$ cat src/rtl/pc_gen.sv
// pc_gen: fetch-stage program counter with prioritised redirects, stall hold,
// misaligned-target trapping and a small circular return-address stack.
module pc_gen #(
  parameter int unsigned      WIDTH        = 32,
  parameter logic [WIDTH-1:0] RESET_VECTOR = '0,
  parameter logic [WIDTH-1:0] EXC_VECTOR   = 32'h8000_0180,
  parameter int unsigned      INC          = 4,
  parameter int unsigned      RAS_DEPTH    = 4
) (
  input  logic             clk,
  input  logic             rst_n,
  input  logic             stall,
  input  logic             exception,
  input  logic             branch_taken,
  input  logic [WIDTH-1:0] branch_target,
  input  logic             jump,
  input  logic [WIDTH-1:0] jump_target,
  input  logic             call_push,
  input  logic             ret_pop,
  output logic [WIDTH-1:0] pc_out,
  output logic [WIDTH-1:0] pc_plus_inc,
  output logic             ras_empty,
  output logic             ras_full,
  output logic             misaligned,
  output logic             ras_underflow
);

  localparam int unsigned      PW         = $clog2(RAS_DEPTH);
  localparam int unsigned      CW         = PW + 1;
  localparam logic [WIDTH-1:0] INC_W      = WIDTH'(INC);
  localparam logic [WIDTH-1:0] ALIGN_MASK = WIDTH'(INC - 1);
  localparam logic [CW-1:0]    CNT_FULL   = CW'(RAS_DEPTH);

  // RAS storage; entries carry no reset value, only pointer and count do
  logic [WIDTH-1:0] ras_mem [RAS_DEPTH];
  logic [PW-1:0]    ptr_q, ptr_d, top_idx, wr_idx;
  logic [CW-1:0]    cnt_q, cnt_d;
  logic             wr_en;
  logic             ras_nonempty;
  logic             active;
  logic [WIDTH-1:0] ras_top;

  logic [WIDTH-1:0] pc_d;
  logic [WIDTH-1:0] target;
  logic             redirect;
  logic             mis_d;
  logic             und_d;

  assign pc_plus_inc  = pc_out + INC_W;
  assign ras_nonempty = (cnt_q != '0);
  assign ras_empty    = (cnt_q == '0);
  assign ras_full     = (cnt_q == CNT_FULL);
  assign active       = !exception && !stall;
  assign top_idx      = ptr_q - PW'(1);
  assign ras_top      = ras_mem[top_idx];

  // RAS pointer/count update and write-port selection
  always_comb begin
    ptr_d  = ptr_q;
    cnt_d  = cnt_q;
    wr_en  = 1'b0;
    wr_idx = ptr_q;
    if (active) begin
      if (call_push && ret_pop && ras_nonempty) begin
        // pop reads the old top, push replaces it in place: depth unchanged
        wr_en  = 1'b1;
        wr_idx = top_idx;
      end else if (call_push) begin
        // when full the write lands on the oldest slot and count saturates
        wr_en = 1'b1;
        ptr_d = ptr_q + PW'(1);
        if (cnt_q != CNT_FULL) begin
          cnt_d = cnt_q + CW'(1);
        end
      end else if (ret_pop && ras_nonempty) begin
        ptr_d = top_idx;
        cnt_d = cnt_q - CW'(1);
      end
    end
  end

  // Next-PC priority select with alignment trap on redirect targets
  always_comb begin
    pc_d     = pc_out;
    mis_d    = 1'b0;
    und_d    = 1'b0;
    redirect = 1'b0;
    target   = pc_plus_inc;
    if (exception) begin
      pc_d = EXC_VECTOR;
    end else if (!stall) begin
      if (branch_taken) begin
        redirect = 1'b1;
        target   = branch_target;
      end else if (jump) begin
        redirect = 1'b1;
        target   = jump_target;
      end else if (ret_pop && ras_nonempty) begin
        redirect = 1'b1;
        target   = ras_top;
      end
      und_d = ret_pop && !ras_nonempty;
      if (redirect && ((target & ALIGN_MASK) != '0)) begin
        pc_d  = EXC_VECTOR;
        mis_d = 1'b1;
      end else begin
        pc_d = target;
      end
    end
  end

  // PC, RAS bookkeeping and status pulses
  always_ff @(posedge clk or negedge rst_n) begin
    if (!rst_n) begin
      pc_out        <= RESET_VECTOR;
      ptr_q         <= '0;
      cnt_q         <= '0;
      misaligned    <= 1'b0;
      ras_underflow <= 1'b0;
    end else begin
      pc_out        <= pc_d;
      ptr_q         <= ptr_d;
      cnt_q         <= cnt_d;
      misaligned    <= mis_d;
      ras_underflow <= und_d;
    end
  end

  // RAS entry write (return address is always the current sequential PC)
  always_ff @(posedge clk) begin
    if (wr_en) begin
      ras_mem[wr_idx] <= pc_plus_inc;
    end
  end

endmodule

$ cat config.mk
export PLATFORM = sky130hd
export DESIGN_NAME = pc_gen
export DESIGN_NICKNAME = d
export VERILOG_FILES = /design/src/rtl/pc_gen.sv
export SDC_FILE = /design/constraint.sdc
export NUM_CORES = 1
export LEC_CHECK = 0
export CAP_MARGIN = 20
export CORE_MARGIN = 4
export CORE_UTILIZATION = 25
export DETAILED_ROUTE_END_ITERATION = 7
export PLACE_DENSITY = 0.44
export SYNTH_ARGS = -nofsm -noshare
export SYNTH_HDL_FRONTEND = slang
export SYNTH_SLANG_ARGS = --single-unit
$ cat constraint.sdc
create_clock -name clk -period 8.3 [get_ports clk]
set_input_delay 1.66 -clock clk [delete_from_list [all_inputs] [get_ports clk]]
set_output_delay 1.66 -clock clk [all_outputs]
set_load 0.01 [all_outputs]
==> results of run 1 <==
-- power by group through the flow --
stage	combinational (mW)	sequential, mW	clock [mW]
finish	0.623	1.04	0.832
global route	0.678	1.05	0.884
CTS	0.640	1.04	0.848
detailed placement	0.636	1.06	0
global placement	0.634	1.05	0
floorplan	0.404	1.03	0
-- sequential cells by signal, summed over array words and instances (netlist names) --
register       count
ptr_q              2
cnt_q              3
misaligned         1
pc_out            32
ras_mem          128
ras_underflow      1
-- placed cells by master (no fill, tap or decap), types with 13 or more instances in the layout --
| master | n |
|---|---|
| dfrtp_1 | 38 |
| edfxtp_1 | 128 |
| a21oi_1 | 23 |
| o22ai_1 | 15 |
| clkdlybuf4s50_1 | 137 |
| nor2_1 | 29 |
| mux4_2 | 32 |
| xor2_1 | 13 |
| nor3_1 | 13 |
| xnor2_1 | 19 |
| o21ai_0 | 23 |
| clkbuf_16 | 17 |
| nand3_1 | 14 |
| nand2_1 | 68 |
| a22oi_1 | 23 |
-- routing by layer --
metal	track usage, %	routed length, um	up-vias
li1	-	-	2496
met1	20.3	11500	2826
met2	24.3	12200	159
met3	3.32	1310	27
met4	3.79	430	2
met5	0	20	-
-- final cells by class --
| cell class | instances | area (um^2) | share of cell area (%) |
|---|---|---|---|
| clock buffer | 17 | 425 | 4.17 |
| clock inverter | 15 | 190 | 1.86 |
| inverter | 11 | 41.3 | 0.405 |
| multi-input combinational | 361 | 2740 | 26.9 |
| sequential | 167 | 4820 | 47.2 |
| tap | 396 | 495 | 4.85 |
| timing repair buffer | 152 | 1490 | 14.6 |
-- kinds of logic after synthesis --
logic type	share of synthesized area, %
AO/OA/AOI/OAI	10.6
XOR/XNOR	3.63
adder cells (fa/ha/maj)	0.421
buffers and inverters	2.63
flip-flops	62.4
multiplexers	9.87
AND/OR/NAND/NOR	10.4
-- worst max-delay path by stage --
stage              start         endpoint  slack [ns]  cells past startpoint
6_report       pc_out[9]  pc_plus_inc[31]        3.23                      5
5_1_grt        pc_out[9]  pc_plus_inc[29]        3.00                      5
4_1_cts        pc_out[9]  pc_plus_inc[31]        3.16                      5
3_5_place_dp        jump       pc_out[21]        3.20                      8
3_3_place_gp        jump       pc_out[21]        3.34                      8
2_1_floorplan    ret_pop    ras_mem[3][0]        3.73                      5
-- critical path: stages (launching register included) --
cell and delay [ns]:
dfrtp_1 0.48, nand4_2 0.20, or4_1 0.71, nor4_1 0.51
xor2_1 0.44, clkdlybuf4s50_1 0.64
==> results by group, run 1 <==
Cells and area
  – Share of post-route cells with drive strength above 1: about an eighth
  – Fin util: approximately 33%
  – Design Area, Final: approximately 0.010 mm^2
  – Filler instances: 2998
  – # diodes: 0
  – Fin nets: between 700 and 800
  – Area Overhead vs Synth: 32.2%
  – Post-route non-filler standard cell count: approximately 1100

Global route
  – Global-route wire length before repair: approximately 37 mm
  – Vias in the first global route: roughly 5800
  – Pin count of the biggest net entering global routing: 54
  – Total gr overflow: 0
  – Initial antenna violation count: 1
  – Total GRT Usage: 14.9%

Synth
  – Post-synthesis cell count: about 570
  – Area leader, netlist: edfxtp_1
  – Unique masters post-synth: 58
  – Syn Nets: about 650
  – Yosys warns: 0
  – Post-synth EDFFs: about 130
  – Most common cell in the netlist: edfxtp_1
  – Main synth FF type: edfxtp_1
  – Sequential share of the synthesized area: a little over three fifths
  – Synth Area per Inst: between 10 and 15 um^2
  – Synthesized area: between 0.007 and 0.008 mm^2
  – Flops & latches, synth: 167
  – Fraction of registers with async set/reset: around a quarter
  – Top cells by count, synth: edfxtp_1 (128), nand2_1 (68), dfrtp_1 (39)
  – Synth area leaders: edfxtp_1 (50%), dfrtp_1 (13%), mux4_2 (9.3%)
  – Post-synth top area share: about half

Power
  – P_leak: roughly 3.5 nW
  – Worst ir drop on vdd: between 0.0001 and 0.00015 V
  – Power after layout: ~2.5 mW
  – Sequential Power Share: 41.6%
  – PD cells: around 240 mW/mm^2
  – Int Power: approximately 1.8 mW
  – Switching Power: around 740 uW
  – Switching share of total power: between 20% and 30%
  – Clock network power share: ~33%
  – Comb pwr share: approximately 25%

Timing
  – Worst Slack Setup Final: ~3.2 ns
  – Setup Viol. Count Final: 0
  – Clk_skew: between 0.01 and 0.015 ns
  – Fmax: roughly 200 MHz
  – Measured slew at the worst slew-check pin: approximately 1.0 ns
  – Relative slew margins: 32.8%
  – TNS Setup: 0 ns
  – Max Slew Vio Count: 0
  – Final Hold Violating Endpoints: 0
  – RSZ-0062 raised after global routing: no
  – Tmin final: slightly above 5 ns
  – Tightest hold margin: 0.553 ns
  – Final Cycle Share: roughly three fifths

Route
  – Wire length per cell: approximately 23 um
  – Via count: 5510
  – Drt drc: 0
  – Vias per cell: between 4 and 5
  – First-pass DRT Iterations: 5
  – 1st-iter DRT viols: 394
  – WL final: about 25 mm
  – Antenna-violating nets left: 0

Placement
  – Placed inst area: between 0.009 and 0.01 mm^2
  – PortBufs: approximately 140
  – Setup WS pre-CTS: 3.20 ns
  – GP Congestion: around 0.84
  – Dpl cells: around 1100
  – Post-detail-place hpwl: about 18 mm

Floorplanning
  – Die Y: between 150 and 200 um
  – I/O pin count: between 100 and 150
  – Die X: ~180 um
  – Die area: 0.0338 mm^2
  – Rows: 64
  – Initial core utilization: about 25%
  – Core ar.: just over 0.03 mm^2

CTS
  – Post_cts resized: 0
  – Hold_buf cts: 0
  – Sink Count: between 150 and 200
  – Clock latency on the worst-skew pair: approximately 0.43 ns
  – H-Tree Depth: 4
  – Clock buffer depth: 2
  – Root Driver: clkbuf_16
  – TritonCTS Buffers: 17
  – TritonCTS clock tree: built
  – Clk pin slew, worst setup/hold paths: about 0.070 ns
  – Post-CTS Setup Inserts: 0

Worst setup path
  – Reg2reg end: pc_out[21]
  – Worst Reg2Reg Path Length in Cells: 7
  – Worst setup SP type: flop
  – CP required: roughly 6.6 ns
  – Kind of end point of the critical path: output port
  – Maximum fanout along the worst path: 7
  – Reg-to-reg slack, setup: a little under 5 ns
  – Critical R2R Launch: ptr_q[1]
  – CP Class: flop to output port
  – CP Data Arrival Time: 3.41 ns

Hold path
  – Worst Hold Class: flop to flop
  – Hold EP: pc_out[14]
  – Hold_sp: pc_out[14]
  – Cell count of the worst hold path: 2

Run
  – Max-Cap Viols: 0

Run status
  – Outcome: completed
Note: power is estimated with default switching activity, not from simulation.
==> run 2, diff against run 1 <==
Settings changed: PLACE_DENSITY 0.44 to 0.46.
Clock period 8.3 ns to 4.4 ns, I/O delays scaled along.
==> results by group, run 2 (synthesis results as in run 1) <==
Timing
  – Tightest hold margin: ~0.41 ns
  – Fmax: 238 MHz
  – RSZ-0062 raised after global routing: no
  – Tmin final: between 4 and 5 ns
  – Measured slew at the worst slew-check pin: 0.951 ns
  – TNS Setup: 0 ns
  – Max Slew Vio Count: 0
  – Clk_skew: 0.0105 ns
  – Final Cycle Share: 95.5%
  – Setup Viol. Count Final: 0
  – Final Hold Violating Endpoints: 0
  – Relative slew margins: 36.6%

Route
  – Wire length per cell: 22.8 um
  – 1st-iter DRT viols: between 500 and 600
  – Antenna-violating nets left: 0
  – WL final: between 20 and 30 mm
  – First-pass DRT Iterations: 6
  – Via count: between 5000 and 6000
  – Drt drc: 0
  – Vias per cell: 5.04

Worst setup path
  – Cell Chain, Critical Path: nand4_2, or4_1, nor4_1, xor2_1, buf_4, clkdlybuf4s50_1
  – CP Data Arrival Time: ~3.3 ns
  – CP delay by family, top: simple AND/OR/NAND/NOR gates
  – Buf/Inv on CP: 2
  – Critical R2R Launch: ptr_q[1]
  – Worst Reg2Reg Path Length in Cells: 7
  – Max incr delay on CP: between 0.7 and 0.8 ns
  – Reg2reg end: pc_out[30]
  – Reg-to-reg slack, setup: roughly 1.4 ns
  – Slowest CP cell: or4_1
  – Worst setup SP type: flop
  – Kind of end point of the critical path: output port
  – CP Class: flop to output port
  – Maximum fanout along the worst path: 7
  – CP required: ~3.5 ns

Floorplanning
  – Die X: roughly 180 um
  – I/O pin count: 140
  – Core ar.: between 0.03 and 0.04 mm^2
  – Die Y: 184 um
  – Initial core utilization: 25.3%
  – Die area: 0.0338 mm^2
  – Rows: 64

Run status
  – Outcome: completed

Run
  – Max-Cap Viols: 0

Global route
  – Total GRT Usage: approximately 15%
  – Global-route wire length before repair: 37.6 mm
  – Total gr overflow: 0
  – Initial antenna violation count: 1
  – Vias in the first global route: slightly below 6000
  – Pin count of the biggest net entering global routing: 53

CTS
  – Hold_buf cts: 0
  – Clock latency on the worst-skew pair: around 0.43 ns
  – Clock buffer depth: 2
  – Root Driver: clkbuf_16
  – H-Tree Depth: 4
  – Sink Count: roughly 170
  – Post_cts resized: 0
  – Clk pin slew, worst setup/hold paths: 0.06 ns
  – Post-CTS Setup Inserts: 0
  – TritonCTS Buffers: 17
  – TritonCTS clock tree: built

Cells and area
  – Commonest non-fill, non-tap cell in the layout: clkdlybuf4s50_1
  – Largest Register: ras_mem
  – Reg area: approximately 0.0048 mm^2
  – Area of the multi-input gates: about 0.0028 mm^2
  – Area Overhead vs Synth: 34.2%
  – Top Registers: ras_mem (128), pc_out (32), cnt_q (3)
  – Share of post-route cells with drive strength above 1: between 10% and 20%
  – Commonest cells after routing, fill and taps aside: clkdlybuf4s50_1 (137), edfxtp_1 (128), nand2_1 (68)
  – Number of flip-flops in the largest register: ~130
  – Fin nets: approximately 800
  – # diodes: 0
  – Filler instances: 2971

Placement
  – Post-detail-place hpwl: around 18 mm
  – GP Congestion: ~0.87
  – PortBufs: approximately 140

Power
  – P_leak: about 3.5 nW
  – PD cells: 455 mW/mm^2
  – Worst ir drop on vdd: roughly 0.00023 V

Hold path
  – Worst Hold Class: input port to asynchronous set/reset pin
run 2: changes by cell type in the layout (fill, tap and decap cells not counted), sizes merged:
cell and change:
buf +14, inv -6, clkbuf +4, clkinvlp +4, clkinv -2
run 2: power breakdown:
part           internal, mW  switching [mW]
registers              1.83           0.178
clock network         0.924           0.613
logic                 0.583           0.584
total                  3.34            1.37
run 2: worst register-to-register path: stages, from the launching register on:
cell	delay (ns)
dfrtp_1	0.96
mux4_2	0.44
mux2i_1	0.14
o21ai_0	0.15
o21ai_1	0.32
nand2_1	0.37
buf_4	0.33
a22oi_1	0.21
run 2: area by class of cell:
type                            instances  share of cell area, %
Clock inverter                         11                   1.42
Tap cell                              396                   4.78
Inverter                               11                  0.398
Clock buffer                           21                   4.44
Multi-Input combinational cell        361                   26.7
Timing Repair Buffer                  166                   15.8
Sequential cell                       167                   46.5
run 2: how the worst max path moves through the flow:
stage               from  slack (ns)               to  cells after the start
4_1_cts        pc_out[9]        0.06  pc_plus_inc[29]                      5
5_1_grt        pc_out[2]       0.004  pc_plus_inc[30]                      7
3_5_place_dp   pc_out[9]        0.56  pc_plus_inc[29]                      5
3_3_place_gp   pc_out[9]        0.64  pc_plus_inc[29]                      5
6_report       pc_out[9]        0.20  pc_plus_inc[31]                      6
2_1_floorplan   ptr_q[1]        0.58    ras_mem[1][0]                      6
run 2: per-stage QoR:
step | cell area (um^2) | std cells | worst slack [ns] | power [mW] | utilization [%]
after floorplan | 7720 | 574 | 0.583 | 2.70 | -
after global placement | 9710 | 1100 | 0.635 | 3.20 | 31.8
after detailed placement | 9710 | 1100 | 0.558 | 3.22 | 31.8
after CTS | 10300 | 1132 | 0.0606 | 4.76 | 33.8
after global routing | 10400 | 1133 | 0.00391 | 4.92 | 34.0
final | 10400 | 1133 | 0.199 | 4.71 | 34.0
run 2: layer usage:
layer  part of all wire, %  GRT usage (%)  vias up
li1                      -              -     2530
met1                    43           20.1     2931
met2                    49           24.8      218
met3                   6.8           3.94       27
met4                   1.4           3.67        2
met5                 0.050              0        -
